===== src/rtl/fifo_controller_pkg.sv =====
// rtl/fifo_controller_pkg.sv - shared defaults and helpers for the FIFO controller
package fifo_controller_pkg;

    localparam int DEFAULT_DATA_WIDTH   = 6;
    localparam int DEFAULT_ADDR_WIDTH   = 3;
    localparam int DEFAULT_ALMOST_FULL  = 6;
    localparam int DEFAULT_ALMOST_EMPTY = 1;

    function automatic int fifo_depth(input int addr_width);
        return 1 << addr_width;
    endfunction

endpackage


===== src/rtl/fifo_controller_if.sv =====
// rtl/fifo_controller_if.sv - producer/consumer and memory-side signals of the FIFO controller
interface fifo_controller_if #(
    parameter int DATA_WIDTH = 6,
    parameter int ADDR_WIDTH = 3
);
    logic                  push;
    logic [DATA_WIDTH-1:0] push_data;
    logic                  pop;
    logic [DATA_WIDTH-1:0] pop_data;
    logic                  valid;
    logic                  full;
    logic                  empty;
    logic                  almost_full;
    logic                  almost_empty;
    logic [ADDR_WIDTH:0]   count;
    logic                  overflow;
    logic                  underflow;
    logic                  write_enable;
    logic [ADDR_WIDTH-1:0] write_address;
    logic [DATA_WIDTH-1:0] mem_wdata;
    logic [ADDR_WIDTH-1:0] read_address;
    logic [DATA_WIDTH-1:0] mem_rdata;

    modport slave (
        input  push, push_data, pop, mem_rdata,
        output pop_data, valid, full, empty, almost_full, almost_empty, count,
               overflow, underflow, write_enable, write_address, mem_wdata, read_address
    );

    modport master (
        output push, push_data, pop, mem_rdata,
        input  pop_data, valid, full, empty, almost_full, almost_empty, count,
               overflow, underflow, write_enable, write_address, mem_wdata, read_address
    );
endinterface


===== src/rtl/fifo_ptr.sv =====
// rtl/fifo_ptr.sv - wrapping address counter with increment enable
module fifo_ptr #(
    parameter int WIDTH = 3
) (
    input  logic             clk,
    input  logic             rst,
    input  logic             inc,
    output logic [WIDTH-1:0] ptr
);

    // Natural binary wrap gives modulo-DEPTH behaviour for free.
    always_ff @(posedge clk) begin
        if (rst)
            ptr <= '0;
        else if (inc)
            ptr <= ptr + 1'b1;
    end

endmodule


===== src/rtl/fifo_controller.sv =====
// rtl/fifo_controller.sv - pointer/flag controller turning a read-first dual-port RAM into a FIFO
module fifo_controller
    import fifo_controller_pkg::*;
#(
    parameter int DATA_WIDTH   = DEFAULT_DATA_WIDTH,
    parameter int ADDR_WIDTH   = DEFAULT_ADDR_WIDTH,
    parameter int ALMOST_FULL  = DEFAULT_ALMOST_FULL,
    parameter int ALMOST_EMPTY = DEFAULT_ALMOST_EMPTY
) (
    input  logic           clk,
    input  logic           rst,
    fifo_controller_if.slave bus
);

    localparam int                  DEPTH     = fifo_depth(ADDR_WIDTH);
    localparam logic [ADDR_WIDTH:0] FULL_CNT  = (ADDR_WIDTH+1)'(DEPTH);
    localparam logic [ADDR_WIDTH:0] AFULL_CNT = (ADDR_WIDTH+1)'(ALMOST_FULL);
    localparam logic [ADDR_WIDTH:0] AEMPT_CNT = (ADDR_WIDTH+1)'(ALMOST_EMPTY);

    logic [ADDR_WIDTH:0]   count;
    logic [ADDR_WIDTH-1:0] wr_ptr;
    logic [ADDR_WIDTH-1:0] rd_ptr;
    logic                  full;
    logic                  empty;
    logic                  pop_ok;
    logic                  push_ok;
    logic                  valid;
    logic                  overflow;
    logic                  underflow;

    assign full  = (count == FULL_CNT);
    assign empty = (count == '0);

    // No empty bypass; a push at full relies on the same-cycle pop freeing the slot.
    assign pop_ok  = bus.pop & ~empty;
    assign push_ok = bus.push & (~full | pop_ok);

    fifo_ptr #(.WIDTH(ADDR_WIDTH)) u_wr_ptr (
        .clk (clk),
        .rst (rst),
        .inc (push_ok),
        .ptr (wr_ptr)
    );

    fifo_ptr #(.WIDTH(ADDR_WIDTH)) u_rd_ptr (
        .clk (clk),
        .rst (rst),
        .inc (pop_ok),
        .ptr (rd_ptr)
    );

    always_ff @(posedge clk) begin
        if (rst) begin
            count     <= '0;
            valid     <= 1'b0;
            overflow  <= 1'b0;
            underflow <= 1'b0;
        end else begin
            case ({push_ok, pop_ok})
                2'b10:   count <= count + 1'b1;
                2'b01:   count <= count - 1'b1;
                default: count <= count;
            endcase
            valid <= pop_ok;
            if (bus.push & ~push_ok)
                overflow <= 1'b1;
            if (bus.pop & ~pop_ok)
                underflow <= 1'b1;
        end
    end

    assign bus.count         = count;
    assign bus.full          = full;
    assign bus.empty         = empty;
    assign bus.almost_full   = (count >= AFULL_CNT);
    assign bus.almost_empty  = (count <= AEMPT_CNT);
    assign bus.valid         = valid;
    assign bus.overflow      = overflow;
    assign bus.underflow     = underflow;
    assign bus.write_enable  = push_ok;
    assign bus.write_address = wr_ptr;
    assign bus.mem_wdata     = bus.push_data;
    assign bus.read_address  = rd_ptr;
    // The RAM output register already aligns with valid, so no extra staging.
    assign bus.pop_data      = bus.mem_rdata;

endmodule

===== src/flat_wrapper.sv =====
// flat-port wrapper written by rule: the top's interface ports become plain ports
module fifo_controller_flat import fifo_controller_pkg::*;
#(
    parameter int DATA_WIDTH   = DEFAULT_DATA_WIDTH,
    parameter int ADDR_WIDTH   = DEFAULT_ADDR_WIDTH,
    parameter int ALMOST_FULL  = DEFAULT_ALMOST_FULL,
    parameter int ALMOST_EMPTY = DEFAULT_ALMOST_EMPTY
)
  (clk, rst, bus_push, bus_push_data, bus_pop, bus_mem_rdata, bus_pop_data, bus_valid, bus_full, bus_empty, bus_almost_full, bus_almost_empty, bus_count, bus_overflow, bus_underflow, bus_write_enable, bus_write_address, bus_mem_wdata, bus_read_address);
  fifo_controller_if #(.DATA_WIDTH(DATA_WIDTH), .ADDR_WIDTH(ADDR_WIDTH)) bus_i ();
  input  logic clk;
  input  logic rst;
  input wire logic [$bits(bus_i.push)-1:0] bus_push;
  input wire logic [$bits(bus_i.push_data)-1:0] bus_push_data;
  input wire logic [$bits(bus_i.pop)-1:0] bus_pop;
  input wire logic [$bits(bus_i.mem_rdata)-1:0] bus_mem_rdata;
  output wire logic [$bits(bus_i.pop_data)-1:0] bus_pop_data;
  output wire logic [$bits(bus_i.valid)-1:0] bus_valid;
  output wire logic [$bits(bus_i.full)-1:0] bus_full;
  output wire logic [$bits(bus_i.empty)-1:0] bus_empty;
  output wire logic [$bits(bus_i.almost_full)-1:0] bus_almost_full;
  output wire logic [$bits(bus_i.almost_empty)-1:0] bus_almost_empty;
  output wire logic [$bits(bus_i.count)-1:0] bus_count;
  output wire logic [$bits(bus_i.overflow)-1:0] bus_overflow;
  output wire logic [$bits(bus_i.underflow)-1:0] bus_underflow;
  output wire logic [$bits(bus_i.write_enable)-1:0] bus_write_enable;
  output wire logic [$bits(bus_i.write_address)-1:0] bus_write_address;
  output wire logic [$bits(bus_i.mem_wdata)-1:0] bus_mem_wdata;
  output wire logic [$bits(bus_i.read_address)-1:0] bus_read_address;
  assign bus_i.push = bus_push;
  assign bus_i.push_data = bus_push_data;
  assign bus_i.pop = bus_pop;
  assign bus_i.mem_rdata = bus_mem_rdata;
  assign bus_pop_data = bus_i.pop_data;
  assign bus_valid = bus_i.valid;
  assign bus_full = bus_i.full;
  assign bus_empty = bus_i.empty;
  assign bus_almost_full = bus_i.almost_full;
  assign bus_almost_empty = bus_i.almost_empty;
  assign bus_count = bus_i.count;
  assign bus_overflow = bus_i.overflow;
  assign bus_underflow = bus_i.underflow;
  assign bus_write_enable = bus_i.write_enable;
  assign bus_write_address = bus_i.write_address;
  assign bus_mem_wdata = bus_i.mem_wdata;
  assign bus_read_address = bus_i.read_address;
  fifo_controller #(.DATA_WIDTH(DATA_WIDTH), .ADDR_WIDTH(ADDR_WIDTH), .ALMOST_FULL(ALMOST_FULL), .ALMOST_EMPTY(ALMOST_EMPTY)) u_core (.clk(clk), .rst(rst), .bus(bus_i));
endmodule

===== config.mk =====
export PLATFORM = sky130hd
export DESIGN_NAME = fifo_controller_flat
export DESIGN_NICKNAME = d
export VERILOG_FILES = /design/src/rtl/fifo_controller_pkg.sv /design/src/rtl/fifo_controller_if.sv /design/src/rtl/fifo_ptr.sv /design/src/rtl/fifo_controller.sv /design/src/flat_wrapper.sv
export SDC_FILE = /design/constraint.sdc
export NUM_CORES = 1
export LEC_CHECK = 0
export CAP_MARGIN = 40
export CORE_MARGIN = 4
export CORE_UTILIZATION = 42
export CTS_CLUSTER_SIZE = 28
export DETAILED_ROUTE_END_ITERATION = 7
export HOLD_SLACK_MARGIN = 0.06
export PLACE_DENSITY = 0.82
export SKIP_LAST_GASP = 1
export SLEW_MARGIN = 20
export SYNTH_ARGS = -nofsm -noshare
export SYNTH_HDL_FRONTEND = slang
export SYNTH_SLANG_ARGS = --single-unit

===== constraint.sdc =====
create_clock -name clk -period 3.3 [get_ports clk]
set_input_delay 0.66 -clock clk [delete_from_list [all_inputs] [get_ports clk]]
set_output_delay 0.66 -clock clk [all_outputs]
set_load 0.02 [all_outputs]

======== Yosys cells after proc, flatten, opt, wreduce, memory -nomap -nowiden ========
Cells that the tools add are included.
cells by class
  add/sub/neg operators ................... 4
  $lt $le $gt $ge ......................... 2
  equality and inequality tests ........... 3
  multiplexer cells ....................... 1
  bitwise operators ....................... 9
  reduce and logical (&&, ||, !) cells .... 2
operators by type and width
  operator             number
  $pmux 4 s2           1
  $add 3x1->3 const B  2
  $add 4x1->4 const B  1
  $and 1x1->1          4
  $eq 4x4->1 const B   1
  $ge 4x3->1 const B   1
  $le 4x1->1 const B   1
  $logic_not 4->1      1
  $not 1->1            4
  $sub 4x1->4 const B  1
  $eq 2x1->1 const B   1
  $eq 2x2->1 const B   1
  $reduce_bool 2->1    1
  $or 1x1->1           1
word-level totals
  flip-flop bits (word level) ............. 13
  word-level logic and storage cells ...... 27

======== Longest topological paths before layout ========
  depth after elaboration ................. 7
  gate-level depth with buffers ........... 6

======== Modules after synthesis ========
From an unflattened synthesis, not the netlist that was laid out.
unflattened totals
  cells, all modules ...................... 78
  area total of the unflattened synthesis .. 733.2 um2
by module, submodules not included
  module           times used  cells an instance  area an instance (um2)  seq. area each (um2)
  fifo_controller  1           56                 490.5                   140.1
  fifo_ptr         2           11                 121.4                   60.1

======== Least setup slack after synthesis ========
No wires, ideal clock.
  path kind ............................... register -> output
  start ................................... reg u_core.count[1], in the netlist u_core.bus.count[1]
  end ..................................... out bus_empty
  data arrival time ....................... 1382 ps
  required time ........................... 2640 ps
  path slack .............................. 1258 ps
  cell stages (with the launch flop) ...... 5
  path through ............................ dfxtp_1 -> inv_1 -> ha_1 -> or3b_4 -> inv_1
on the way
  word-level cells in the longest chain between the ends .. 1
ends and longest elaborated chain
  item                    RTL line               RTL
  from (decl)             fifo_controller.sv:20  logic [ADDR_WIDTH:0] count;
  from (signal assigned)  fifo_controller.sv:60  2'b10: count <= count + 1'b1;
  from (signal assigned)  fifo_controller.sv:61  2'b01: count <= count - 1'b1;
  from (signal assigned)  fifo_controller.sv:62  default: count <= count;
  $logic_not 4->1         fifo_controller.sv:32  assign empty = (count == '0);
  to (decl)               flat_wrapper.sv:20     output wire logic [$bits(bus_i.empty)-1:0] bus_empty;
Every way passes these cells.

======== Final worst setup path ========
  start ................................... reg u_core.count[0], in the netlist u_core.bus.count[0]
  end ..................................... out bus_empty
Same word-level chain as after synthesis.

==> qor.log <==
qor: setup_path.worst_ep_arrival_time 2.21 ns
qor: setup_path.rr_startpoint u_core.bus.count[0]$_SDFFE_PP0P_
qor: floorplanning.floorplan.core_area 1980 µm²
qor: floorplanning.ios 46
qor: global_routing.antenna_found_initial 0
qor: clock_tree.numCtsBuffers 3
qor: logic_synthesis.syn-num-nets 126
qor: floorplanning.fp.dieArea 2880 µm²
qor: timing.timing.fmax 0.349 GHz
qor: clock_tree.cts_setup_buffers 0
qor: setup_path.worst_path_most_repeated_cell sky130_fd_sc_hd__inv_1
qor: timing.hold_viol 0
qor: global_routing.globalRoute.totalOverflow 0
qor: timing.final_critical_path_setup_slack 0.431 ns
qor: setup_path.crit_end_category output port
qor: setup_path.r2r-end u_core.bus.count[1]$_SDFFE_PP0P_
qor: worst_hold_path.hold_depth 2
qor: logic_synthesis.netlist_area_before_placement 877 µm²
qor: timing.rsz_0062_raised_after_global_routing no
qor: global_routing.number_of_global_route_vias_before_repair 676
qor: logic_synthesis.synth-seq-cells 13
qor: drt.via_count 737
qor: setup_path.critical_path.max_fanout 7
qor: worst_hold_path.holdCritStartpoint u_core.bus.overflow$_SDFFE_PP0P_
qor: setup_path.worst_setup_path_start_kind flop
qor: placed_design.place.gp.congestion 0.754
qor: logic_synthesis.synth.lib_cells_used.distinct 33
qor: clock_tree.tritoncts built
qor: timing.min_period 2.87 ns
qor: flow_run.max-cap-violations 0
qor: timing.timing.max_slew.rel_slack 0.602
qor: setup_path.kind_of_critical_path reg2out
qor: clock_tree.insertion_delay 0.27 ns
qor: floorplanning.floorplan.die.height 53.7 µm
qor: placed_design.dp_hpwl 1340 µm
qor: placed_design.port_buffers 21
qor: drt.drt-vias-per-instance 5.19
qor: cells_and_area.finalCoreUtilization 0.525
qor: drt.drt-total-wl 1810 µm
qor: drt.drt-wirelength-per-cell 12.7 µm
qor: pwr.power.static_leakage 0.411 nW
qor: setup_path.worst-r2r-setup-slack 1.47 ns
qor: floorplanning.fp.dieW 53.7 µm
qor: global_routing.grt_max_degree 17
qor: clock_tree.cts.htree.levels 1
qor: run_status.status completed
qor: setup_path.worst_ep_required_time 2.64 ns
qor: worst_hold_path.worstHoldEndpoint u_core.bus.overflow$_SDFFE_PP0P_
qor: pwr.power.ir.vdd_worst 0.626 mV
qor: pwr.power_per_cell_area 884 nW/µm²
qor: cells_and_area.postLayoutCellArea 1040 µm²
qor: logic_synthesis.edff_count_synth 0
qor: global_routing.globalRouteTotalUtil 0.140
qor: logic_synthesis.synth-main-ff-cell sky130_fd_sc_hd__dfxtp_1
qor: timing.finalSetupViolCount 0
qor: cells_and_area.n_antenna_cell 0
qor: clock_tree.clk_pin_slew 0.08 ns
qor: clock_tree.clk_path_buf_depth 2
qor: worst_hold_path.hp-class reg2reg
qor: clock_tree.clockRootBuffer sky130_fd_sc_hd__clkbuf_4
qor: timing.timing_max_transition_violations_final 0
qor: setup_path.reg2regPathDepth 6
qor: setup_path.cp_max_delay_cell sky130_fd_sc_hd__clkdlybuf4s50_1
qor: timing.layout_worst_path_cycle_share 0.870
qor: logic_synthesis.synth_area_per_cell 8.43 µm²
qor: setup_path.worstPathCellList inv_1 -> ha_1 -> or3b_4 -> inv_1 -> clkdlybuf4s50_1
qor: global_routing.grt_pass1_wl 2970 µm
qor: pwr.report.power.total 920 µW
qor: drt.drc 0
qor: floorplanning.core.rowCount 16
qor: cells_and_area.area_growth 18.7%
qor: placed_design.pre_cts_slack 0.702 ns
qor: cells_and_area.final_nets 138
qor: cells_and_area.num-fill-cells 185
qor: timing.clock_skew 0.00379 ns
qor: cells_and_area.final_layout_size_suffix_gt1_frac 0.0870
qor: floorplanning.floorplan.initialDensity 0.443
qor: logic_synthesis.synth_sequential_area_ratio 0.297
qor: placed_design.placed_cell_area 1010 µm²
qor: clock_tree.tritoncts_sink_count 13
qor: logic_synthesis.yosysWarningCount 0
qor: drt.detail-route-antenna-nets 0
qor: logic_synthesis.async_flop_share 0
qor: clock_tree.cts_resized 0
qor: setup_path.critical_path.max_stage_delay 0.60 ns
qor: timing.tns 0 ns
qor: drt.drt_first_pass_iters 4
qor: logic_synthesis.synth_cells 104
qor: timing.worstMarginPinSlew 0.594 ns
qor: drt.first_iter_violations 10
qor: clock_tree.ctsHoldBuffers 0
[sequential cells by signal, summed over array words and instances (netlist names)]
signal	cells
u_core.bus.count	4
u_core.u_rd_ptr.ptr	3
u_core.u_wr_ptr.ptr	3
u_core.bus.overflow	1
u_core.bus.underflow	1
u_core.bus.valid	1
[per-layer routing]
metal | wire length (µm) | GRT usage | vias to the layer above
met5 | 0 | 0 | -
met4 | 7 | 0.0298 | 0
met3 | 142 | 0.0554 | 2
met2 | 814 | 0.214 | 32
met1 | 843 | 0.186 | 334
li1 | - | - | 369
[layout make-up]
class | instances | area (µm²) | share of cell area
Clock buffer | 4 | 26.3 | 0.0252
Inverter | 7 | 26.3 | 0.0252
Multi-Input combinational cell | 68 | 469 | 0.451
Timing Repair Buffer | 23 | 225 | 0.216
Tap cell | 27 | 33.8 | 0.0325
Sequential cell | 13 | 260 | 0.250
[synth_stat cells (2+ instances only)]
cell type | count | area, µm²
sky130_fd_sc_hd__nand2_1 | 4 | 15.0
sky130_fd_sc_hd__inv_1 | 7 | 26.3
sky130_fd_sc_hd__buf_6 | 2 | 22.5
sky130_fd_sc_hd__xor2_1 | 4 | 35.0
sky130_fd_sc_hd__nand4_1 | 2 | 12.5
sky130_fd_sc_hd__a2111oi_0 | 2 | 17.5
sky130_fd_sc_hd__nand2b_1 | 3 | 18.8
sky130_fd_sc_hd__nor2_1 | 11 | 41.3
sky130_fd_sc_hd__ha_1 | 6 | 75.1
sky130_fd_sc_hd__mux2i_1 | 2 | 20.0
sky130_fd_sc_hd__dfxtp_1 | 13 | 260
sky130_fd_sc_hd__a21oi_1 | 6 | 30.0
sky130_fd_sc_hd__o211ai_1 | 3 | 22.5
sky130_fd_sc_hd__buf_4 | 12 | 90.1
sky130_fd_sc_hd__nand3_1 | 5 | 25.0
sky130_fd_sc_hd__o21ai_0 | 2 | 10.0
sky130_fd_sc_hd__nor2b_1 | 3 | 18.8
sky130_fd_sc_hd__nor3_1 | 2 | 10.0
[cells in the final DEF (no fill, tap or decap)]
master                             n
sky130_fd_sc_hd__a2111oi_0         2
sky130_fd_sc_hd__a21bo_2           1
sky130_fd_sc_hd__a21oi_1           6
sky130_fd_sc_hd__a22oi_1           1
sky130_fd_sc_hd__a31oi_1           1
sky130_fd_sc_hd__a41oi_1           1
sky130_fd_sc_hd__buf_4             2
sky130_fd_sc_hd__clkbuf_1          1
sky130_fd_sc_hd__clkbuf_4          3
sky130_fd_sc_hd__clkdlybuf4s50_1  21
sky130_fd_sc_hd__dfxtp_1          13
sky130_fd_sc_hd__ha_1              6
sky130_fd_sc_hd__inv_1             7
sky130_fd_sc_hd__mux2_2            1
sky130_fd_sc_hd__mux2i_1           2
sky130_fd_sc_hd__nand2_1           4
sky130_fd_sc_hd__nand2_2           1
sky130_fd_sc_hd__nand2b_1          3
sky130_fd_sc_hd__nand3_1           5
sky130_fd_sc_hd__nand3b_1          1
sky130_fd_sc_hd__nand4_1           2
sky130_fd_sc_hd__nor2_1           11
sky130_fd_sc_hd__nor2b_1           3
sky130_fd_sc_hd__nor3_1            2
sky130_fd_sc_hd__nor4b_1           1
sky130_fd_sc_hd__o211ai_1          3
sky130_fd_sc_hd__o21a_4            1
sky130_fd_sc_hd__o21ai_0           2
sky130_fd_sc_hd__o32a_1            1
sky130_fd_sc_hd__or3_1             1
sky130_fd_sc_hd__or3b_4            1
sky130_fd_sc_hd__xnor2_1           1
sky130_fd_sc_hd__xor2_1            4
[critical path, delay by kind of cell, from the launching register on]
family,cells,cell delay [ns]
adders and majority gates,1,0.28
and+or+nand+nor,1,0.45
buffers and inverters,3,0.82
DFF,1,0.38
[how the worst max path moves through the flow]
stage,from,to,cells past startpoint
finish,u_core.bus.count[0]$_SDFFE_PP0P_,bus_empty,5
floorplan,u_core.bus.count[1]$_SDFFE_PP0P_,bus_empty,4
global route,u_core.bus.count[0]$_SDFFE_PP0P_,bus_empty,5
detailed placement,bus_pop,bus_write_enable,3
global placement,bus_pop,bus_write_enable,3
CTS,u_core.bus.count[0]$_SDFFE_PP0P_,bus_empty,5
[stage by stage]
stage / std cells / hold WS [ns]
2_1_floorplan: 104 / 0.522
3_3_place_gp: 138 / 0.434
3_5_place_dp: 138 / 0.442
4_1_cts: 142 / 0.453
5_1_grt: 142 / 0.480
6_report: 142 / 0.445
[kinds of logic (layout without fill, tap and decap cells)]
| kind of cell | after synthesis | count (layout) | synth area share |
|---|---|---|---|
| AO/OA/AOI/OAI | 19 | 19 | 0.157 |
| XOR/XNOR | 5 | 5 | 0.0499 |
| adder cells (fa/ha/maj) | 6 | 6 | 0.0856 |
| buffers and inverters | 23 | 34 | 0.168 |
| flip-flops | 13 | 13 | 0.297 |
| multiplexers | 3 | 3 | 0.0357 |
| AND/OR/NAND/NOR | 35 | 35 | 0.207 |
[report_power, final]
group | internal, mW | switching [mW]
registers | 0.200 | 0.0662
logic | 0.265 | 0.293
clock network | 0.0468 | 0.0496
total | 0.512 | 0.409
Power figures use the tool's default switching activity.
